`src/rtl/shift_ctrl.sv`:
```
// Command-driven controller for a packet head shifter: queues per-packet shift
// commands, pairs each one with a packet's start beat, and tags every accepted beat.
module shift_ctrl #(
    parameter int HS_W      = 4,
    parameter int MS_W      = 4,
    parameter int CMD_DEPTH = 4
) (
    input  logic             i_clk,
    input  logic             i_rst,
    input  logic             i_cmd_valid,
    output logic             o_cmd_ready,
    input  logic [HS_W-1:0]  i_cmd_head_shift,
    input  logic [MS_W-1:0]  i_cmd_meta_shift,
    input  logic             i_beat_valid,
    input  logic             i_beat_start,
    input  logic             i_beat_tail,
    output logic             o_beat_ready,
    output logic             o_tag_valid,
    output logic             o_tag_start,
    output logic             o_tag_tail,
    output logic             o_tag_shift,
    output logic [HS_W-1:0]  o_head_shift,
    output logic [MS_W-1:0]  o_meta_shift,
    output logic [15:0]      o_pkt_cnt,
    output logic             o_err
);

    localparam int AW = (CMD_DEPTH > 1) ? $clog2(CMD_DEPTH) : 1;
    localparam int CW = AW + 1;
    localparam logic [CW-1:0] FULL_CNT = CW'(CMD_DEPTH);

    typedef enum logic [1:0] {
        IDLE,
        WAIT_CMD,
        IN_PKT
    } state_t;

    state_t r_state;

    logic [HS_W-1:0] r_head_mem [CMD_DEPTH];
    logic [MS_W-1:0] r_meta_mem [CMD_DEPTH];
    logic [AW-1:0]   r_wr_ptr;
    logic [AW-1:0]   r_rd_ptr;
    logic [CW-1:0]   r_count;
    logic            r_cmd_ready;

    logic            r_tag_valid;
    logic            r_tag_start;
    logic            r_tag_tail;
    logic            r_tag_shift;
    logic [HS_W-1:0] r_head_shift;
    logic [MS_W-1:0] r_meta_shift;
    logic [15:0]     r_pkt_cnt;
    logic            r_err;

    logic            w_empty;
    logic            w_push;
    logic            w_pop;
    logic            w_beat_ready;
    logic            w_accept;
    logic            w_start_acc;
    logic            w_start_shift;
    logic [CW-1:0]   w_count_next;
    logic [HS_W-1:0] w_fifo_head;
    logic [MS_W-1:0] w_fifo_meta;

    assign w_empty       = (r_count == '0);
    assign w_push        = i_cmd_valid && r_cmd_ready;
    assign w_fifo_head   = r_head_mem[r_rd_ptr];
    assign w_fifo_meta   = r_meta_mem[r_rd_ptr];
    assign w_start_shift = (w_fifo_head != '0) || (w_fifo_meta != '0);

    // A start beat is only accepted when a command is already queued, so every
    // accepted start pops exactly one command.
    always_comb begin
        w_beat_ready = 1'b0;
        if (!i_rst) begin
            case (r_state)
                IDLE, IN_PKT: w_beat_ready = !(i_beat_valid && i_beat_start && w_empty);
                WAIT_CMD:     w_beat_ready = !w_empty;
                default:      w_beat_ready = 1'b0;
            endcase
        end
    end

    assign w_accept     = i_beat_valid && w_beat_ready;
    assign w_start_acc  = w_accept && i_beat_start;
    assign w_pop        = w_start_acc;
    assign w_count_next = r_count + CW'(w_push) - CW'(w_pop);

    always_ff @(posedge i_clk) begin
        if (w_push) begin
            r_head_mem[r_wr_ptr] <= i_cmd_head_shift;
            r_meta_mem[r_wr_ptr] <= i_cmd_meta_shift;
        end
    end

    // Ready follows the post-edge occupancy, so a pop never frees a slot early.
    always_ff @(posedge i_clk or posedge i_rst) begin
        if (i_rst) begin
            r_wr_ptr    <= '0;
            r_rd_ptr    <= '0;
            r_count     <= '0;
            r_cmd_ready <= 1'b0;
        end else begin
            if (w_push) begin
                r_wr_ptr <= r_wr_ptr + 1'b1;
            end
            if (w_pop) begin
                r_rd_ptr <= r_rd_ptr + 1'b1;
            end
            r_count     <= w_count_next;
            r_cmd_ready <= (w_count_next != FULL_CNT);
        end
    end

    always_ff @(posedge i_clk or posedge i_rst) begin
        if (i_rst) begin
            r_state      <= IDLE;
            r_tag_valid  <= 1'b0;
            r_tag_start  <= 1'b0;
            r_tag_tail   <= 1'b0;
            r_tag_shift  <= 1'b0;
            r_head_shift <= '0;
            r_meta_shift <= '0;
            r_pkt_cnt    <= '0;
            r_err        <= 1'b0;
        end else begin
            r_tag_valid <= 1'b0;
            r_tag_start <= 1'b0;
            r_tag_tail  <= 1'b0;
            r_tag_shift <= 1'b0;
            if (w_start_acc) begin
                // A start inside an open packet abandons it uncounted.
                if (r_state == IN_PKT) begin
                    r_err <= 1'b1;
                end
                r_head_shift <= w_fifo_head;
                r_meta_shift <= w_fifo_meta;
                r_tag_valid  <= 1'b1;
                r_tag_start  <= 1'b1;
                r_tag_tail   <= i_beat_tail;
                r_tag_shift  <= w_start_shift;
                if (i_beat_tail) begin
                    r_pkt_cnt <= r_pkt_cnt + 16'd1;
                    r_state   <= IDLE;
                end else begin
                    r_state   <= IN_PKT;
                end
            end else if (w_accept && (r_state == IN_PKT)) begin
                r_tag_valid <= 1'b1;
                r_tag_tail  <= i_beat_tail;
                r_tag_shift <= (r_head_shift != '0) || (r_meta_shift != '0);
                if (i_beat_tail) begin
                    r_pkt_cnt <= r_pkt_cnt + 16'd1;
                    r_state   <= IDLE;
                end
            end else if (w_accept) begin
                r_err   <= 1'b1;
                r_state <= IDLE;
            end else if (i_beat_valid && i_beat_start) begin
                if (r_state == IN_PKT) begin
                    r_err <= 1'b1;
                end
                r_state <= WAIT_CMD;
            end else if (r_state == WAIT_CMD) begin
                r_state <= IDLE;
            end
        end
    end

    assign o_cmd_ready  = r_cmd_ready;
    assign o_beat_ready = w_beat_ready;
    assign o_tag_valid  = r_tag_valid;
    assign o_tag_start  = r_tag_start;
    assign o_tag_tail   = r_tag_tail;
    assign o_tag_shift  = r_tag_shift;
    assign o_head_shift = r_head_shift;
    assign o_meta_shift = r_meta_shift;
    assign o_pkt_cnt    = r_pkt_cnt;
    assign o_err        = r_err;

endmodule

```
`config.mk`:
```
export PLATFORM = sky130hd
export DESIGN_NAME = shift_ctrl
export DESIGN_NICKNAME = d
export VERILOG_FILES = /design/src/rtl/shift_ctrl.sv
export SDC_FILE = /design/constraint.sdc
export NUM_CORES = 1
export LEC_CHECK = 0
export BUFFER_PORTS_ARGS = -buffer_cell sky130_fd_sc_hd__buf_2
export CELL_PAD_IN_SITES_DETAIL_PLACEMENT = 0
export CELL_PAD_IN_SITES_GLOBAL_PLACEMENT = 1
export CORE_ASPECT_RATIO = 0.7
export CORE_MARGIN = 2
export CORE_UTILIZATION = 42
export DETAILED_ROUTE_END_ITERATION = 10
export PLACE_DENSITY_LB_ADDON = 0.3
export SLEW_MARGIN = 20
export SYNTH_ARGS = -nofsm -noshare
export SYNTH_HDL_FRONTEND = slang
export SYNTH_SLANG_ARGS = --single-unit
```
`constraint.sdc`:
```
create_clock -name i_clk -period 2.6 [get_ports i_clk]
set_input_delay 0.52 -clock i_clk [delete_from_list [all_inputs] [get_ports i_clk]]
set_output_delay 0.52 -clock i_clk [all_outputs]
set_load 0.01 [all_outputs]
```
# Word level (Yosys, flattened, before mapping)
# Memories as Yosys holds them, arrays and structs flattened.
# Cells that the tools add are included.
[word_totals]
regBits = 39
latch_bits = 0
mem_bits_rw = 32
rom_bits = 0
out_inout_bits = 31
word_cells = 73
mem_count = 2
[mem_list]
columns = ["memory", "words", "word_bits", "read_ports", "rd_ports_with_merged_regs", "write_ports", "line", "text"]
rows = [
  ["r_head_mem", 4, 4, 1, 0, 1, "40", "logic [HS_W-1:0] r_head_mem [CMD_DEPTH];"],
  ["r_meta_mem", 4, 4, 1, 0, 1, "41", "logic [MS_W-1:0] r_meta_mem [CMD_DEPTH];"],
]
[classes]
add_sub_neg = 5
multipliers = 0
div = 0
n_lt_le_gt_ge = 0
n_eq_ne = 5
shifts = 0
muxes = 26
bitwise_logic = 0
reduce_logical = 22
[ops]
columns = ["operator", "n"]
rows = [
  ["two-way mux 16 bit", 3],
  ["adder 16 x 1 -> 16 bit, second input constant", 1],
  ["nonzero test 4 bit", 4],
  ["two-way mux 1 bit", 15],
  ["two-way mux 2 bit", 7],
  ["logical AND 1 bit", 6],
  ["!= test 3 bit, second input constant", 2],
  ["nonzero test 5 bit", 1],
  ["adder 2 x 1 -> 2 bit, second input constant", 2],
  ["AND reduction 2 bit", 2],
  ["adder 3 x 1 -> 3 bit", 1],
  ["logical NOT 3 bit", 1],
  ["nonzero test 3 bit", 1],
  ["subtractor 3 x 1 -> 3 bit", 1],
  ["== test 2 x 1 -> 1 bit, second input constant", 1],
  ["== test 2 bit, second input constant", 1],
  ["logical NOT 1 bit", 2],
  ["logical NOT 2 bit", 1],
  ["logical OR 1 bit", 2],
  ["!= test 2 bit, second input constant", 1],
  ["one-hot mux 1 bit (2 select lines)", 1],
  ["nonzero test 2 bit", 1],
  ["OR reduction 2 bit", 1],
]

# Logic depth before layout (Yosys ltp)
[depth]
ltp_word = 9
ltp_mapped = 14

# Worst setup path after synthesis
# OpenSTA, ideal clock, no wires.
[synth_timing]
path_type = "input to register"
from = "in i_beat_valid"
to = "reg r_cmd_ready, in the netlist o_cmd_ready"
setup_ns = 0.129
arrival_time_ns = 2.710
required_time_ns = 2.471
slack_ns = -0.240
cell_stages = 14
n_path_buf = 1
cell_sequence = "buf_2 > a21oi_1 > o41ai_1 > inv_1 > nand3_1 > inv_2 > ha_1 > inv_1 > ha_1 > inv_1 > fa_1 > xnor2_1 > xnor2_1 > nand3b_1"
[synth_between]
elab_chain_len = 9
[synth_rtl]
columns = ["item", "line", "text"]
rows = [
  ["start, declared", "14", "input logic i_beat_valid,"],
  ["logical AND 1 bit (2 in a row)", "79", "IDLE, IN_PKT: w_beat_ready = !(i_beat_valid && i_beat_start && w_empty);"],
  ["logical NOT 1 bit", "79", ""],
  ["one-hot mux 1 bit (2 select lines)", "78", "case (r_state)"],
  ["two-way mux 1 bit", "77", "if (!i_rst) begin"],
  ["net o_beat_ready", "17", "output logic o_beat_ready,"],
  ["logical AND 1 bit", "86", "assign w_accept = i_beat_valid && w_beat_ready;"],
  ["logical AND 1 bit", "87", "assign w_start_acc = w_accept && i_beat_start;"],
  ["net w_pop", "58", "logic w_pop;"],
  ["subtractor 3 x 1 -> 3 bit", "89", "assign w_count_next = r_count + CW'(w_push) - CW'(w_pop);"],
  ["net w_count_next[2]", "63", "logic [CW-1:0] w_count_next;"],
  ["!= test 3 bit", "113", "r_cmd_ready <= (w_count_next != FULL_CNT);"],
  ["end signal, assigned", "113", ""],
  ["end, declared", "45", "logic r_cmd_ready;"],
]
# The timed path passes the listed nets, and every way through them passes these cells.
# A chain may end at the register's enable or synchronous reset.

# Worst setup path in the final report
[layout_timing]
from = "reg r_count[1]"
to = "reg r_cmd_ready, in the netlist o_cmd_ready"
[layout_between]
elab_chain_len = 9
word_cells_on_any_way = 11
[layout_rtl]
columns = ["item", "line", "text"]
rows = [
  ["start, declared", "44", "logic [CW-1:0] r_count;"],
  ["start signal, assigned", "112", "r_count <= w_count_next;"],
  ["logical NOT 3 bit (*)", "67", "assign w_empty = (r_count == '0);"],
  ["logical AND 1 bit", "79", ""],
  ["logical NOT 1 bit", "79", ""],
  ["one-hot mux 1 bit (2 select lines) (*)", "78", ""],
  ["two-way mux 1 bit (*)", "77", ""],
  ["logical AND 1 bit (*)", "86", ""],
  ["logical AND 1 bit (*)", "87", ""],
  ["net w_pop", "58", ""],
  ["subtractor 3 x 1 -> 3 bit (*)", "89", ""],
  ["net w_count_next[2]", "63", ""],
  ["!= test 3 bit (*)", "113", ""],
]
# The timed path passes the listed nets; every way through them passes the cells marked *.

==> run summary <==
Headroom to the max-slew limit came out at 58.46%. The tools report the distinct cell type count of the synthesized netlist as 34. The run gives 4 as the length of the first detailed-routing pass in iterations. After synthesis, the cell types taking the most area are sky130_fd_sc_hd__dfrtp_1, sky130_fd_sc_hd__edfxtp_1, sky130_fd_sc_hd__mux4_1. The run finished with clean final reports. The slew at the pin with the worst max-slew slack is 0.6224 ns, and the number of vias per cell after detailed routing is 4.763. Setup repair after global routing left no endpoint under its margin. Overall via count from detail_route: 1648. The number of input and output port buffers inserted was 44; the routed wirelength normalized by instance count was 14.38 um. Yosys mapped a number of flops with a built-in enable equal to 32.

By startpoint and endpoint, the worst setup path is classified as reg -> reg. The number of placed I/O pins came out at 45. The cell type with the largest total area after synthesis is sky130_fd_sc_hd__dfrtp_1. From left edge to right edge, the die measures 103.9 um.

The deepest clock path buffer count is 2, and the clock slew seen by the registers of the worst setup and hold paths is 0.07 ns. The count of antenna-violating nets left after detailed routing is 0. The path class of the tightest hold or removal check is in -> async.

The share of flip-flops with an asynchronous set or reset came out at 54.93%. For the worst setup path, the data arrival time is 2.64 ns. The die covers 7681 um2.

Measured along the y axis, the die boundary spans 73.93 um. The minimum clock period works out to 2.421 ns. The via count of the first global-routing pass was 1604; the leakage power was 0.001520 uW. The required time of the worst setup path came out at 2.82 ns. The run gives 413.1 MHz as the maximum clock rate. The total overflow left after global routing is 0. The floorplan has 25 rows. Clock tree synthesis found a total of 71 sinks. The congestion estimate from routability-driven global placement came to 0.7353. The number of synthesized register bits is 71, and the mean instance size in the synthesized netlist is 15.61 um2. For this configuration, the core starts out at a cell density of 43.43%. The number of clock buffers added by TritonCTS is 9. The tree is rooted in a sky130_fd_sc_hd__clkbuf_8. The run gives 0 as the max-slew violation count. Summing every instance area after synthesis gives 2934 um2. The run gives 0 as the final number of setup-violating endpoints. The run gives 3552 um2 as the post-layout instance area. The logs give 26 for the maximum number of pins on one net before global-route repair and 8404 um for the wire length of the first global-routing pass. Global routing used 14.56% of the available tracks. Sorting the synthesized cells by how often they occur yields sky130_fd_sc_hd__dfrtp_1, sky130_fd_sc_hd__edfxtp_1, sky130_fd_sc_hd__xnor2_1, sky130_fd_sc_hd__nand2_1, sky130_fd_sc_hd__mux2_2.

The number of antenna violations at the first check in global routing came out at 0. Launching element type of the critical path: a register. The run gives 0 as the number of hold-repair buffers added at the cts stage.

The most frequently used flop master after synthesis is sky130_fd_sc_hd__dfrtp_1. Hold is met by 0.2648 ns. Post-CTS setup repair buffer count: 0. Synthesis handed over a netlist of 188 instances.

After synthesis, the largest area contributor takes up 33.26% of total cell area. The count of yosys warnings during synthesis is 0. The clock insertion delay at the later pin of the skew report was 0.34 ns; the final wirelength was 4977 um. TritonCTS built the clock tree. The tools report the DRC violation count after routing as 0.

Dividing the final minimum period by the clock period gives 93.10%. For this block, the initial DRC count from the detailed router was 77. The sum of net half-perimeters after detailed placement was 3607 um. Max-cap violation count: 0. The run gives 0 as the count of antenna diodes in the layout. The post-route setup TNS was 0 ns. The type of destination of the critical path is a register. The post-route netlist has 36.11% of its cells at a drive strength greater than 1. In this run the standard cell core region covers 6756 um2. When the netlist entered floorplanning its net count stood at 210. The clock tree skew after final layout is 0.008679 ns, and the layout overhead on the synthesized area is 21.07%. In the final design database the tool counted 269 nets. The power density relative to cell area works out to 916.5 nW/um2. The run gives 3376 um2 as the instance area at placement.

The library cell with the highest instance count after synthesis was sky130_fd_sc_hd__dfrtp_1. The H-tree was split into 3 levels. For the number of hold-slack violations in the final timing report, the log shows 0. Summing the sequential cell areas from Yosys gives 66.01% of the chip area.

The worst-path maximum fanout was 3; the worst vdd rail ir drop was 0.0002873 V.
[worst paths after layout]
check / from / endpoint / slack (ns) / depth (start not counted)
min reg2reg: o_pkt_cnt[15] / o_pkt_cnt[15] / 0.48 / 1
max in group asynchronous: i_rst / o_head_shift[3] / 1.78 / 3
max: r_count[1] / o_cmd_ready / 0.18 / 12
max reg2reg: r_count[1] / o_cmd_ready / 0.18 / 12
min: i_rst / o_pkt_cnt[14] / 0.26 / 2
min in group i_clk: i_beat_tail / r_state[1] / 0.39 / 2
[sequential cells by signal, summed over array words and instances, names as in the netlist]
| name | count |
|---|---|
| r_meta_mem | 16 |
| r_rd_ptr | 2 |
| o_meta_shift | 4 |
| o_tag_shift | 1 |
| r_count | 3 |
| o_pkt_cnt | 16 |
| r_head_mem | 16 |
| o_cmd_ready | 1 |
| r_state | 2 |
| o_tag_start | 1 |
| o_err | 1 |
| o_head_shift | 4 |
| r_wr_ptr | 2 |
| o_tag_valid | 1 |
| o_tag_tail | 1 |
[stage by stage]
stage	utilization (%)	std cells	power, uW	setup slack [ns]
floorplan	-	188	2240	-0.003702
global placement	49.96	330	2523	0.03374
detailed placement	49.96	330	2539	-0.02399
CTS	52.56	346	3301	0.1328
global route	52.57	346	3484	0.01462
finish	52.57	346	3255	0.1795
[metal layers]
| layer | GRT usage, % | share of wire [%] |
|---|---|---|
| met5 | 0 | 0 |
| met4 | 4.955 | 0.96 |
| met3 | 5.609 | 4.3 |
| met2 | 20.25 | 42 |
| met1 | 21.10 | 53 |
[cell type report]
class	instances	area, um2
Inverter	8	32.53
Tap cell	94	117.6
Sequential cell	71	1938
Fill cell	606	3204
Timing Repair Buffer	53	300.3
Multi-Input combinational cell	104	988.4
Clock inverter	6	47.55
Clock buffer	10	127.6
[placed cells by master, fill, tap and decap left out, types with 8 or more instances in the layout]
| cell type | Yosys | final |
|---|---|---|
| sky130_fd_sc_hd__edfxtp_1 | 32 | 32 |
| sky130_fd_sc_hd__mux2_2 | 10 | 10 |
| sky130_fd_sc_hd__clkbuf_8 | 0 | 9 |
| sky130_fd_sc_hd__dfrtp_1 | 39 | 38 |
| sky130_fd_sc_hd__buf_4 | 0 | 8 |
| sky130_fd_sc_hd__xnor2_1 | 15 | 14 |
| sky130_fd_sc_hd__buf_2 | 3 | 44 |
| sky130_fd_sc_hd__nand2_1 | 12 | 12 |
[repair_timing]
item,in CTS,in global routing
resized for setup,0,1
endpoints found under the hold margin,0,0
setup endpoints to repair,0,1
[cells by family after synthesis]
logic type / Yosys count / share of synthesized area [%]
flops: 71 / 66.01
buf+inv: 13 / 2.047
compound gates: 11 / 2.516
xor+xnor: 20 / 5.970
simple gates: 47 / 8.913
fa+ha+maj: 8 / 3.667
mux: 18 / 10.87
[critical path: stages (launching register included)]
cell and delay, ns:
sky130_fd_sc_hd__dfrtp_2 0.45, sky130_fd_sc_hd__o41ai_2 0.37, sky130_fd_sc_hd__inv_1 0.11, sky130_fd_sc_hd__nand3_2 0.10, sky130_fd_sc_hd__inv_4 0.04, sky130_fd_sc_hd__ha_4 0.20
sky130_fd_sc_hd__inv_2 0.06, sky130_fd_sc_hd__ha_4 0.12, sky130_fd_sc_hd__inv_2 0.03, sky130_fd_sc_hd__fa_2 0.36, sky130_fd_sc_hd__xnor2_2 0.14, sky130_fd_sc_hd__xnor2_1 0.21
sky130_fd_sc_hd__nand3b_1 0.11
[power breakdown]
group	total, uW	internal [uW]	switching [uW]
Sequential	1650	1440	210
Clock	751	348	403
Combinational	850	443	408
No activity file was read; power rests on OpenSTA's default activity.
